[src/rtl/alu_flag_pkg.sv]
`default_nettype none
// ============================================================================
// Module : alu_flag_pkg
// Brief  : Shared encodings for the ALU flag / conditional branch unit.
// Rev    : 1.0  initial release
// ============================================================================
package alu_flag_pkg;

  localparam logic [2:0] COND_ALWAYS = 3'b000;
  localparam logic [2:0] COND_EQ     = 3'b001;
  localparam logic [2:0] COND_NE     = 3'b010;
  localparam logic [2:0] COND_GT     = 3'b011;
  localparam logic [2:0] COND_LT     = 3'b100;
  localparam logic [2:0] COND_GE     = 3'b101;
  localparam logic [2:0] COND_LE     = 3'b110;
  localparam logic [2:0] COND_NEVER  = 3'b111;

  typedef enum logic [1:0] {
    ST_IDLE       = 2'd0,
    ST_EVAL       = 2'd1,
    ST_WAIT_FLAGS = 2'd2
  } state_t;

  localparam int FLAG_GR = 1;
  localparam int FLAG_E  = 0;

endpackage
`default_nettype wire

[src/rtl/branch_cond_eval.sv]
`default_nettype none
// ============================================================================
// Module : branch_cond_eval
// Brief  : Combinational branch condition evaluation against {gr,e} flags.
// Rev    : 1.0  initial release
// ============================================================================
module branch_cond_eval
  import alu_flag_pkg::*;
(
  input  logic [2:0] cond,
  input  logic       gr,
  input  logic       e,
  output logic       taken,
  output logic       flag_dependent
);

  always_comb begin
    taken = 1'b0;
    case (cond)
      COND_ALWAYS: taken = 1'b1;
      COND_EQ:     taken = e;
      COND_NE:     taken = ~e;
      COND_GT:     taken = gr;
      COND_LT:     taken = ~gr & ~e;
      COND_GE:     taken = gr | e;
      COND_LE:     taken = ~gr;
      default:     taken = 1'b0;
    endcase
  end

  assign flag_dependent = (cond != COND_ALWAYS) && (cond != COND_NEVER);

endmodule
`default_nettype wire

[src/rtl/alu_flag_branch_unit.sv]
`default_nettype none
// ============================================================================
// Module : alu_flag_branch_unit
// Brief  : Flag register plus conditional-branch resolver issuing PC loads.
// Rev    : 1.0  initial release
// ============================================================================
module alu_flag_branch_unit
  import alu_flag_pkg::*;
#(
  parameter int PC_W  = 8,
  parameter int CNT_W = 8
) (
  input  logic             clk,
  input  logic             rst_n,
  input  logic             flg_valid,
  input  logic             flg_gr,
  input  logic             flg_e,
  input  logic             br_valid,
  input  logic [2:0]       br_cond,
  input  logic [PC_W-1:0]  br_target,
  output logic             br_ready,
  output logic             br_done,
  output logic             pc_load,
  output logic [PC_W-1:0]  pc_target,
  output logic [1:0]       flags_q,
  output logic             flg_seen,
  output logic [CNT_W-1:0] taken_cnt
);

  state_t          r_state;
  logic [2:0]      r_cond;
  logic [PC_W-1:0] r_target;
  logic            r_ready;

  logic            w_accept;
  logic [2:0]      w_cond;
  logic            w_taken;
  logic            w_dep;
  logic            w_resolve;
  logic [PC_W-1:0] w_res_target;

  // Ready is registered so it reads 0 while reset is asserted.
  assign br_ready = r_ready;
  assign w_accept = br_valid & r_ready;
  assign w_cond   = (r_state == ST_IDLE) ? br_cond : r_cond;

  branch_cond_eval u_eval (
    .cond           (w_cond),
    .gr             (flags_q[FLAG_GR]),
    .e              (flags_q[FLAG_E]),
    .taken          (w_taken),
    .flag_dependent (w_dep)
  );

  always_comb begin
    w_resolve    = 1'b0;
    w_res_target = br_target;
    if (r_state == ST_IDLE) begin
      w_resolve = w_accept & (~w_dep | (~flg_valid & flg_seen));
    end else if (r_state == ST_EVAL) begin
      w_resolve    = 1'b1;
      w_res_target = r_target;
    end
  end

  always_ff @(posedge clk or negedge rst_n) begin
    if (!rst_n) begin
      r_state   <= ST_IDLE;
      r_cond    <= COND_ALWAYS;
      r_target  <= '0;
      r_ready   <= 1'b0;
      br_done   <= 1'b0;
      pc_load   <= 1'b0;
      pc_target <= '0;
      flags_q   <= 2'b00;
      flg_seen  <= 1'b0;
      taken_cnt <= '0;
    end else begin
      br_done <= 1'b0;
      pc_load <= 1'b0;

      // Illegal gr=e=1 collapses to equal.
      if (flg_valid) begin
        flags_q  <= {flg_gr & ~flg_e, flg_e};
        flg_seen <= 1'b1;
      end

      if (w_resolve) begin
        br_done   <= 1'b1;
        pc_load   <= w_taken;
        pc_target <= w_res_target;
        if (w_taken) taken_cnt <= taken_cnt + CNT_W'(1);
      end

      case (r_state)
        ST_IDLE: begin
          r_ready <= 1'b1;
          if (w_accept && !w_resolve) begin
            r_cond   <= br_cond;
            r_target <= br_target;
            r_ready  <= 1'b0;
            r_state  <= flg_valid ? ST_EVAL : ST_WAIT_FLAGS;
          end
        end
        ST_EVAL: begin
          r_state <= ST_IDLE;
          r_ready <= 1'b1;
        end
        ST_WAIT_FLAGS: begin
          if (flg_valid) r_state <= ST_EVAL;
        end
        default: begin
          r_state <= ST_IDLE;
          r_ready <= 1'b1;
        end
      endcase
    end
  end

endmodule
`default_nettype wire

[config.mk]
export PLATFORM = sky130hd
export DESIGN_NAME = alu_flag_branch_unit
export DESIGN_NICKNAME = d
export VERILOG_FILES = /design/src/rtl/alu_flag_pkg.sv /design/src/rtl/branch_cond_eval.sv /design/src/rtl/alu_flag_branch_unit.sv
export SDC_FILE = /design/constraint.sdc
export NUM_CORES = 1
export LEC_CHECK = 0
export BUFFER_PORTS_ARGS = -buffer_cell sky130_fd_sc_hd__clkbuf_2
export CORE_MARGIN = 1
export CORE_UTILIZATION = 36
export DETAILED_ROUTE_END_ITERATION = 7
export MAX_ROUTING_LAYER = met4
export PLACE_DENSITY = 0.66
export SYNTH_ARGS = -nofsm -noshare
export SYNTH_HDL_FRONTEND = slang
export SYNTH_SLANG_ARGS = --single-unit
[constraint.sdc]
create_clock -name clk -period 3.3 [get_ports clk]
set_clock_uncertainty 0.15 [all_clocks]
set_input_delay 0.99 -clock clk [delete_from_list [all_inputs] [get_ports clk]]
set_output_delay 0.99 -clock clk [all_outputs]
set_load 0.005 [all_outputs]
==> results of run 1 <==
-- stage by stage --
stage,setup WS [ps],cell area [um^2],power [mW]
3_3_place_gp,356.3,1982,1.220
5_1_grt,508.1,2071,1.637
3_5_place_dp,332.6,1982,1.231
4_1_cts,631.7,2071,1.542
6_report,639.6,2071,1.522
2_1_floorplan,407.9,1758,1.056
-- critical path, stage by stage (launching register included) --
cell and delay (ps):
dfrtp_1 490, or2_1 380, mux2_4 350, mux2i_2 250
nand2_2 100, or3_4 490, mux2_4 330
-- synthesized netlist by cell type --
cell type,n
a211o_1,2
a21oi_1,9
a311oi_2,1
a32oi_1,1
and3_1,3
and4_1,1
buf_1,1
buf_2,1
buf_4,2
buf_6,3
clkbuf_1,2
dfrtp_1,35
ha_1,1
inv_1,4
mux2_1,1
mux2_2,3
mux2_4,11
mux2i_1,10
mux2i_2,1
nand2_1,7
nand2_2,1
nand2b_1,2
nand3_1,6
nand3b_1,2
nand4_1,1
nor2_1,15
nor2b_1,1
nor3_1,3
nor3b_1,1
o211a_1,1
o211ai_1,3
o21ai_0,3
o21bai_1,1
o221ai_1,1
o22ai_1,1
o31ai_1,1
or2_1,1
or2_2,1
or3_4,1
or4_1,1
xnor2_1,7
-- cell families after synthesis --
kind of cell    Yosys count
fa+ha+maj                 1
mux                      26
buf+inv                  13
xor+xnor                  7
flops                    35
simple gates             47
compound gates           24
-- sequential cells by signal, summed over array words and instances, names as in the netlist --
| register | count |
|---|---|
| pc_target | 8 |
| flags_q | 2 |
| taken_cnt | 8 |
| flg_seen | 1 |
| r_state | 2 |
| pc_load | 1 |
| r_cond | 3 |
| br_done | 1 |
| br_ready | 1 |
| r_target | 8 |
-- routing by layer --
metal | vias up | track usage | wire [um]
li1 | 615 | - | -
met1 | 577 | 0.1912 | 1572
met2 | 30 | 0.2013 | 1481
met3 | 5 | 0.04360 | 139
met4 | 0 | 0.07190 | 43
met5 | - | - | 0
-- power by group --
| part | internal (mW) | switching, mW |
|---|---|---|
| Combinational | 0.289 | 0.197 |
| Clock | 0.147 | 0.159 |
| Sequential | 0.588 | 0.143 |
-- cell usage in the layout (no fill, tap or decap), types with 4 or more instances in the layout --
cell type / netlist / routed
nor2_1: 15 / 15
mux2i_1: 10 / 10
clkbuf_2: 0 / 38
nand3_1: 6 / 6
inv_1: 4 / 4
clkbuf_8: 0 / 5
dfrtp_1: 35 / 35
nand2_1: 7 / 7
mux2_4: 11 / 11
a21oi_1: 9 / 9
xnor2_1: 7 / 7
-- worst paths after layout --
path	startpoint	endpoint	slack, ps	depth (start not counted)
min	taken_cnt[7]	taken_cnt[7]	330	1
max	r_state[1]	r_target[3]	640	6
max reg2reg	r_state[1]	r_target[3]	640	6
min in group asynchronous	rst_n	r_target[2]	650	1
max in group asynchronous	rst_n	taken_cnt[5]	1820	1
min reg2reg	taken_cnt[7]	taken_cnt[7]	330	1
-- cell type report --
type                       count  area [um^2]  share of cell area
timing repair buffer          40        205.2             0.09909
clock inverter                 3        20.02            0.009668
multi-input combinational    105        802.0              0.3873
sequential                    35        875.8              0.4230
clock buffer                   5        68.82             0.03323
tap                           67        83.83             0.04048
inverter                       4        15.01            0.007251
==> impl_metrics.ini, run 1 <==
[global_route]
grt_pass1_wl_um = 5382
track_usage = 0.1448
grt-ovfl-total = 0
grt_pass1_vias = 1085
antenna_found_initial = 0
grt_max_degree = 36

[timing]
fin_tns_setup_ps = 0
setup_viol = 0
period_minus_slack_ps = 2660
rsz0062_at_grt = false
fmax_ghz = 0.3759
finalCritPeriodShare = 0.8062
worstMarginPinSlew_ps = 849.6
timing.hold.ws_ps = 333.2
drv_slew = 0
hold_viol_final = 0
max_slew_margin = 0.4336

[synthesis]
synthMuxAreaShare = 0.1843
ys_ff_latch = 35
synth_cells = 153
yosys.area_share.simple = 0.1367
synthXorXnorAreaFrac = 0.03488
ys_types = 41
ys_warn_count = 0
syn_nets = 171
synth.area.top_cells = dfrtp_1 50%, mux2_4 9.4%, mux2i_1 5.7%
synth_fa_ha_area_frac = 0.007117
synth_top_family_by_area = multiplexers
seq_area_frac_synth = 0.4982
avgSynthCellArea_um2 = 11.49
synth_top_area_cell = dfrtp_1
synth_compound_area_frac = 0.09324
synth_area_um2 = 1758
synthDominantCellAreaShare = 0.4982

[layout]
antenna_cells = 0
area_growth_pct = 17.79
fill_cells = 473
finalNonFillerCells = 259
utilization = 0.4384
nNetsFinal = 209
drive_gt1_frac = 0.3490

[power]
ir_drop_v = 0.0002963
cellPowerDensity_nw_per_um2 = 735.1
p_leak_nw = 1.006

[setup_path]
critPathLaunchType = register
critPathCaptureType = register
critical_path_arrival_ps = 2680
worstPathMaxFanout = 12
critPathKind = register to register
worst-endpoint-required_ps = 3320

[detailed_routing]
drtPass1Iterations = 4
wirelength_um = 3236
drt_iter0_drc = 49
via_count = 1227
routed_via_density = 4.737
wl_per_cell_um = 12.49
ant_nets = 0
drc_errors = 0

[clocking]
clock_sinks = 35
cts_hold_buf = 0
ctsResizeCount = 0
cts_max_path_buffers = 2
cts_root_buffer = clkbuf_8
post_cts_buffers = 0
clk_latency_ps = 280
numCtsBuffers = 5
path_clk_slew_ps = 70
cts_tree = done
htree_levels = 2

[floorplanning]
die-area_um2 = 5167
die-width_um = 71.88
initial_core_util = 0.3722
core_area_um2 = 4723
die_height_um = 71.88
io_pins = 39
row_count = 25

[outcome]
outcome = completed

[flow_run]
maxCapViolCount = 0

[placed_design]
io_buffers = 38
gp_congestion = 0.7550
dp_hpwl_um = 2306
dp_cells = 251

[hold_path]
min_path_type = register to register
(Power assumes the default switching activity.)
==> inputs of run 2 (changes only) <==
--- a/config.mk
+++ b/config.mk
@@ -10,7 +10,7 @@
 export CORE_UTILIZATION = 36
 export DETAILED_ROUTE_END_ITERATION = 7
 export MAX_ROUTING_LAYER = met4
-export PLACE_DENSITY = 0.66
+export PLACE_DENSITY = 0.68
 export SYNTH_ARGS = -nofsm -noshare
 export SYNTH_HDL_FRONTEND = slang
 export SYNTH_SLANG_ARGS = --single-unit
==> constraint.sdc (replaced) <==
create_clock -name clk -period 2.2 [get_ports clk]
set_clock_uncertainty 0.15 [all_clocks]
set_input_delay 0.66 -clock clk [delete_from_list [all_inputs] [get_ports clk]]
set_output_delay 0.66 -clock clk [all_outputs]
set_load 0.005 [all_outputs]
==> run 2 against run 1 <==
Compared with the run above: the run now ends with negative setup slack left; maximum frequency increased by 13%; sequential power rose by 49%; via count is 8.3% higher; final cell count grew 8.1%; core utilization rose by 5.7 points; sequential share of layout area down 4.9 points; non-clock buffer count is 22 higher; design area up 13%; setup slack got worse by 800 ps; largest power group unchanged.
==> impl_metrics.ini, run 2 (synthesis gave the netlist of run 1 again) <==
[outcome]
outcome = complete, but fails checks
violations = negative setup slack

[layout]
seq_area_um2 = 875.8
nNetsFinal = 232
multiInputGateArea_um2 = 898.4
final_common_cell = clkbuf_2
final_cell_mix = 38 x clkbuf_2, 35 x dfrtp_1, 20 x buf_4
utilization = 0.4954
drive_gt1_frac = 0.4695
area_growth_pct = 33.10
antenna_cells = 0
fill_cells = 443
largestRegisters = pc_target: 8 flops, r_target: 8 flops, taken_cnt: 8 flops
fin_area_um2 = 2340

[flow_run]
maxCapViolCount = 0

[timing]
rsz0062_at_grt = true
fmax_ghz = 0.4241
drv_slew = 0
setup_ws_ps = -158.1
fin_tns_setup_ps = -3396
timing.hold.ws_ps = 253.6
finalCritPeriodShare = 1.072
max_slew_margin = 0.6211
hold_viol_final = 0
setup_viol = 27
period_minus_slack_ps = 2358
worstMarginPinSlew_ps = 568.3

[hold_path]
min_path_type = input pin to async pin

[clocking]
htree_levels = 2
clk_latency_ps = 270
cts_hold_buf = 0
numCtsBuffers = 5
cts_tree = done
cts_max_path_buffers = 2
path_clk_slew_ps = 60
clock_sinks = 35
cts_root_buffer = clkbuf_8

[global_route]
grt_use_met1 = 0.2025
grt_pass1_vias = 1357
track_usage = 0.1629
grt_max_degree = 36
met2_usage = 0.2558
grt_pass1_wl_um = 6258
grt-ovfl-total = 0
antenna_found_initial = 0
met3_usage = 0.04079
grt.busiest_layer = met2

[setup_path]
rrSetupSlack_ps = -160
slowest_delay_ps = 520
reg2reg_depth = 8
critPathCaptureType = register
worst-endpoint-required_ps = 2210
critPathKind = register to register
critPathLaunchType = register
worstPathMaxFanout = 4
critical_path_arrival_ps = 2370
critPathSlowestCell = or4_4
crit_chain = buf_6 -> or4_4 -> o31ai_4 -> mux2i_4 -> buf_12 -> a311oi_4 -> nand2_2 -> mux2_4
r2r-end = taken_cnt[1]
rr_startpoint = r_state[0]

[detailed_routing]
ant_nets = 0
drtPass1Iterations = 4
drt_iter0_drc = 74
wl_per_cell_um = 12.70
routed_via_density = 4.746
via_count = 1329
drc_errors = 0
wirelength_um = 3555

[placed_design]
gp_congestion = 0.7907
dp_hpwl_um = 2423
place_ws_ps = -375.8
placed_area_um2 = 2147
io_buffers = 38

[floorplanning]
initial_core_util = 0.3722
io_pins = 39
die-width_um = 71.88
die-area_um2 = 5167
core_area_um2 = 4723
row_count = 25
die_height_um = 71.88

[power]
p_leak_nw = 1.138
cellPowerDensity_nw_per_um2 = 1051
ir_drop_v = 0.0004958
[run 2: changes by cell type in the layout (fill, tap and decap cells not counted), sizes merged]
| cell | delta |
|---|---|
| clkinvlp | -2 |
| or3 | +1 |
| buf | +22 |
| clkinv | -1 |
| clkbuf | +1 |
[run 2: timing repair]
action	4_1_cts	5_1_grt
resized for setup	14	5
setup endpoints to repair	27	29
pin swaps	13	6
cloned	1	0
setup buffers	1	2
[run 2: worst max-delay path: cells and delay by family, from the launching register on]
kind	cells	cell delay (ps)
AO/OA/AOI/OAI	2	350
buffers and inverters	2	270
AND/OR/NAND/NOR	2	640
flip-flops	1	400
multiplexers	2	430
[run 2: how the worst max path moves through the flow]
stage / from / to / slack [ps] / cells past startpoint
finish: r_state[0] / taken_cnt[1] / -160 / 8
global route: r_state[0] / taken_cnt[6] / -280 / 9
CTS: r_state[0] / r_target[4] / -170 / 6
detailed placement: br_cond[0] / pc_target[5] / -380 / 7
global placement: br_cond[0] / pc_target[1] / -350 / 7
floorplan: r_state[0] / r_cond[0] / -320 / 9
[run 2: power by group]
group | internal, mW | total, mW | switching [mW] | leakage [nW]
combinational | 0.577 | 0.966 | 0.389 | 0.679
clock | 0.210 | 0.405 | 0.195 | 0.0371
sequential | 0.884 | 1.09 | 0.203 | 0.421
total | 1.67 | 2.46 | 0.787 | 1.14
[run 2: stage by stage]
stage | total power, mW | cells
global route | 2.666 | 280
global placement | 1.927 | 270
CTS | 2.445 | 278
detailed placement | 1.948 | 270
floorplan | 1.607 | 153
finish | 2.459 | 280
[run 2: area by class of cell]
type / instances / area share
multi-input cells: 106 / 0.3840
flip-flops and latches: 35 / 0.3743
repair buffers: 62 / 0.1684
well taps: 67 / 0.03583
clock buffers: 6 / 0.03102
inverters: 4 / 0.006417
[run 2: routing by layer]
metal  part of all wire  vias up
met5                  0        -
met4              0.014        0
met3              0.037        7
met2               0.47       32
met1               0.47      633
li1                   -      657
==> inputs of run 3 (changes only) <==
--- a/config.mk
+++ b/config.mk
@@ -10,7 +10,7 @@
 export CORE_UTILIZATION = 36
 export DETAILED_ROUTE_END_ITERATION = 7
 export MAX_ROUTING_LAYER = met4
-export PLACE_DENSITY = 0.68
+export PLACE_DENSITY = 0.66
 export SYNTH_ARGS = -nofsm -noshare
 export SYNTH_HDL_FRONTEND = slang
 export SYNTH_SLANG_ARGS = --single-unit
==> constraint.sdc (replaced) <==
create_clock -name clk -period 2.43 [get_ports clk]
set_clock_uncertainty 0.15 [all_clocks]
set_input_delay 0.729 -clock clk [delete_from_list [all_inputs] [get_ports clk]]
set_output_delay 0.729 -clock clk [all_outputs]
set_load 0.005 [all_outputs]
==> run 3 against run 2 <==
Compared with the run above: the run now ends clean; final cell count decreased by 2.9%; hold slack improved by 74 ps; routed wire length increased by 0.31%; critical path depth decreased by 1; flip-flop and latch count unchanged; sequential share of layout area increased by 2.5 points; critical path type unchanged.
==> impl_metrics.ini, run 3 (synthesis gave the netlist of run 1 again) <==
[outcome]
outcome = completed

[clocking]
cts_max_path_buffers = 2
numCtsBuffers = 5
path_clk_slew_ps = 70
cts_hold_buf = 0
ctsResizeCount = 0
htree_levels = 2
clock_sinks = 35
clk_latency_ps = 280
post_cts_buffers = 0
cts_root_buffer = clkbuf_8
cts_tree = done

[detailed_routing]
drt_iter0_drc = 60
via_count = 1303
wl_per_cell_um = 13.11
drtPass1Iterations = 4
drc_errors = 0
ant_nets = 0
wirelength_um = 3566
routed_via_density = 4.790

[global_route]
grt_pass1_vias = 1265
grt_pass1_wl_um = 5961
antenna_found_initial = 0
track_usage = 0.1543
grt_max_degree = 36
grt-ovfl-total = 0

[setup_path]
worst-endpoint-required_ps = 2440
critPathCapture = taken_cnt[1]
critPathKind = register to register
worstPathMaxFanout = 11
reg2reg_depth = 7
rr_startpoint = r_state[1]
critPathSlowestCell = or4_4
slowest_delay_ps = 550
critical_path_arrival_ps = 2340
crit_chain = buf_4 -> or4_4 -> o31ai_4 -> mux2i_4 -> a311oi_2 -> nand2_1 -> mux2_4
critPathCaptureType = register
r2r-end = taken_cnt[1]
critPathLaunchType = register
rrSetupSlack_ps = 100
crit_start = r_state[1]

[layout]
multiInputGateArea_um2 = 844.6
drive_gt1_frac = 0.4000
final_common_cell = clkbuf_2
antenna_cells = 0
final_cell_mix = 38 x clkbuf_2, 35 x dfrtp_1, 15 x nor2_1
fin_area_um2 = 2196
nNetsFinal = 222
fill_cells = 455
finalNonFillerCells = 272
seq_area_um2 = 875.8
largestRegisters = pc_target: 8 flops, r_target: 8 flops, taken_cnt: 8 flops
area_growth_pct = 24.91

[floorplanning]
initial_core_util = 0.3722
row_count = 25
die-width_um = 71.88
die_height_um = 71.88
io_pins = 39
core_area_um2 = 4723
die-area_um2 = 5167

[placed_design]
gp_congestion = 0.7359
dp_cells = 263
placed_area_um2 = 2085
dp_hpwl_um = 2496
io_buffers = 38

[timing]
rsz0062_at_grt = false
max_slew_margin = 0.6349
drv_slew = 0
period_minus_slack_ps = 2329
setup_viol = 0
hold_viol_final = 0
worstMarginPinSlew_ps = 547.6
fmax_ghz = 0.4293
finalCritPeriodShare = 0.9585

[power]
p_leak_nw = 1.079
ir_drop_v = 0.0003193
cellPowerDensity_nw_per_um2 = 977.1

[hold_path]
min_path_type = input pin to async pin

[flow_run]
maxCapViolCount = 0
==> run 3: worst min path at each step <==
stage                   from      endpoint  slack, ps  cells past startpoint
floorplan              rst_n       br_done        280                      0
global placement    flg_seen      flg_seen        330                      1
detailed placement  flg_seen      flg_seen        330                      1
CTS                    rst_n  pc_target[5]        340                      2
global route           rst_n   r_target[0]        360                      2
finish                 rst_n   r_target[0]        330                      2
==> run 3: report_power, final <==
group	leakage (nW)	switching (mW)	internal, mW
logic	0.616	0.306	0.449
clock network	0.0422	0.194	0.201
registers	0.421	0.196	0.800
==> run 3: final cells by class <==
type | instances | share of cell area
sequential | 35 | 0.3989
timing repair buffer | 52 | 0.1345
tap | 67 | 0.03818
clock buffer | 7 | 0.03476
multi-input combinational | 106 | 0.3846
inverter | 4 | 0.006838
clock inverter | 1 | 0.002279
==> run 3: layer usage <==
metal | part of all wire | vias to the layer above | global-route usage
met5 | 0 | - | -
met4 | 0.013 | 0 | 0.05229
met3 | 0.028 | 6 | 0.03938
met2 | 0.48 | 20 | 0.2285
met1 | 0.48 | 633 | 0.2061
li1 | - | 644 | -
==> run 3: through the flow <==
stage	total power, mW	utilization	setup TNS, ps	hold slack [ps]	setup WS (ps)
after CTS	2.147	0.4585	0	341.0	53.13
after global routing	2.314	0.4649	0	357.1	6.412
after floorplan	1.452	-	-1276	283.4	-144.7
after global placement	1.721	0.4413	-3078	327.0	-139.1
final	2.146	0.4649	0	327.8	100.7
after detailed placement	1.740	0.4413	-3135	330.9	-143.9
==> run 3: critical path: cells and delay by family, from the launching register on <==
family | cells | cell delay, ps
AOI/OAI and AO/OA | 2 | 390
muxes | 2 | 430
DFF | 1 | 370
and+or+nand+nor | 2 | 710
buffers and inverters | 1 | 170
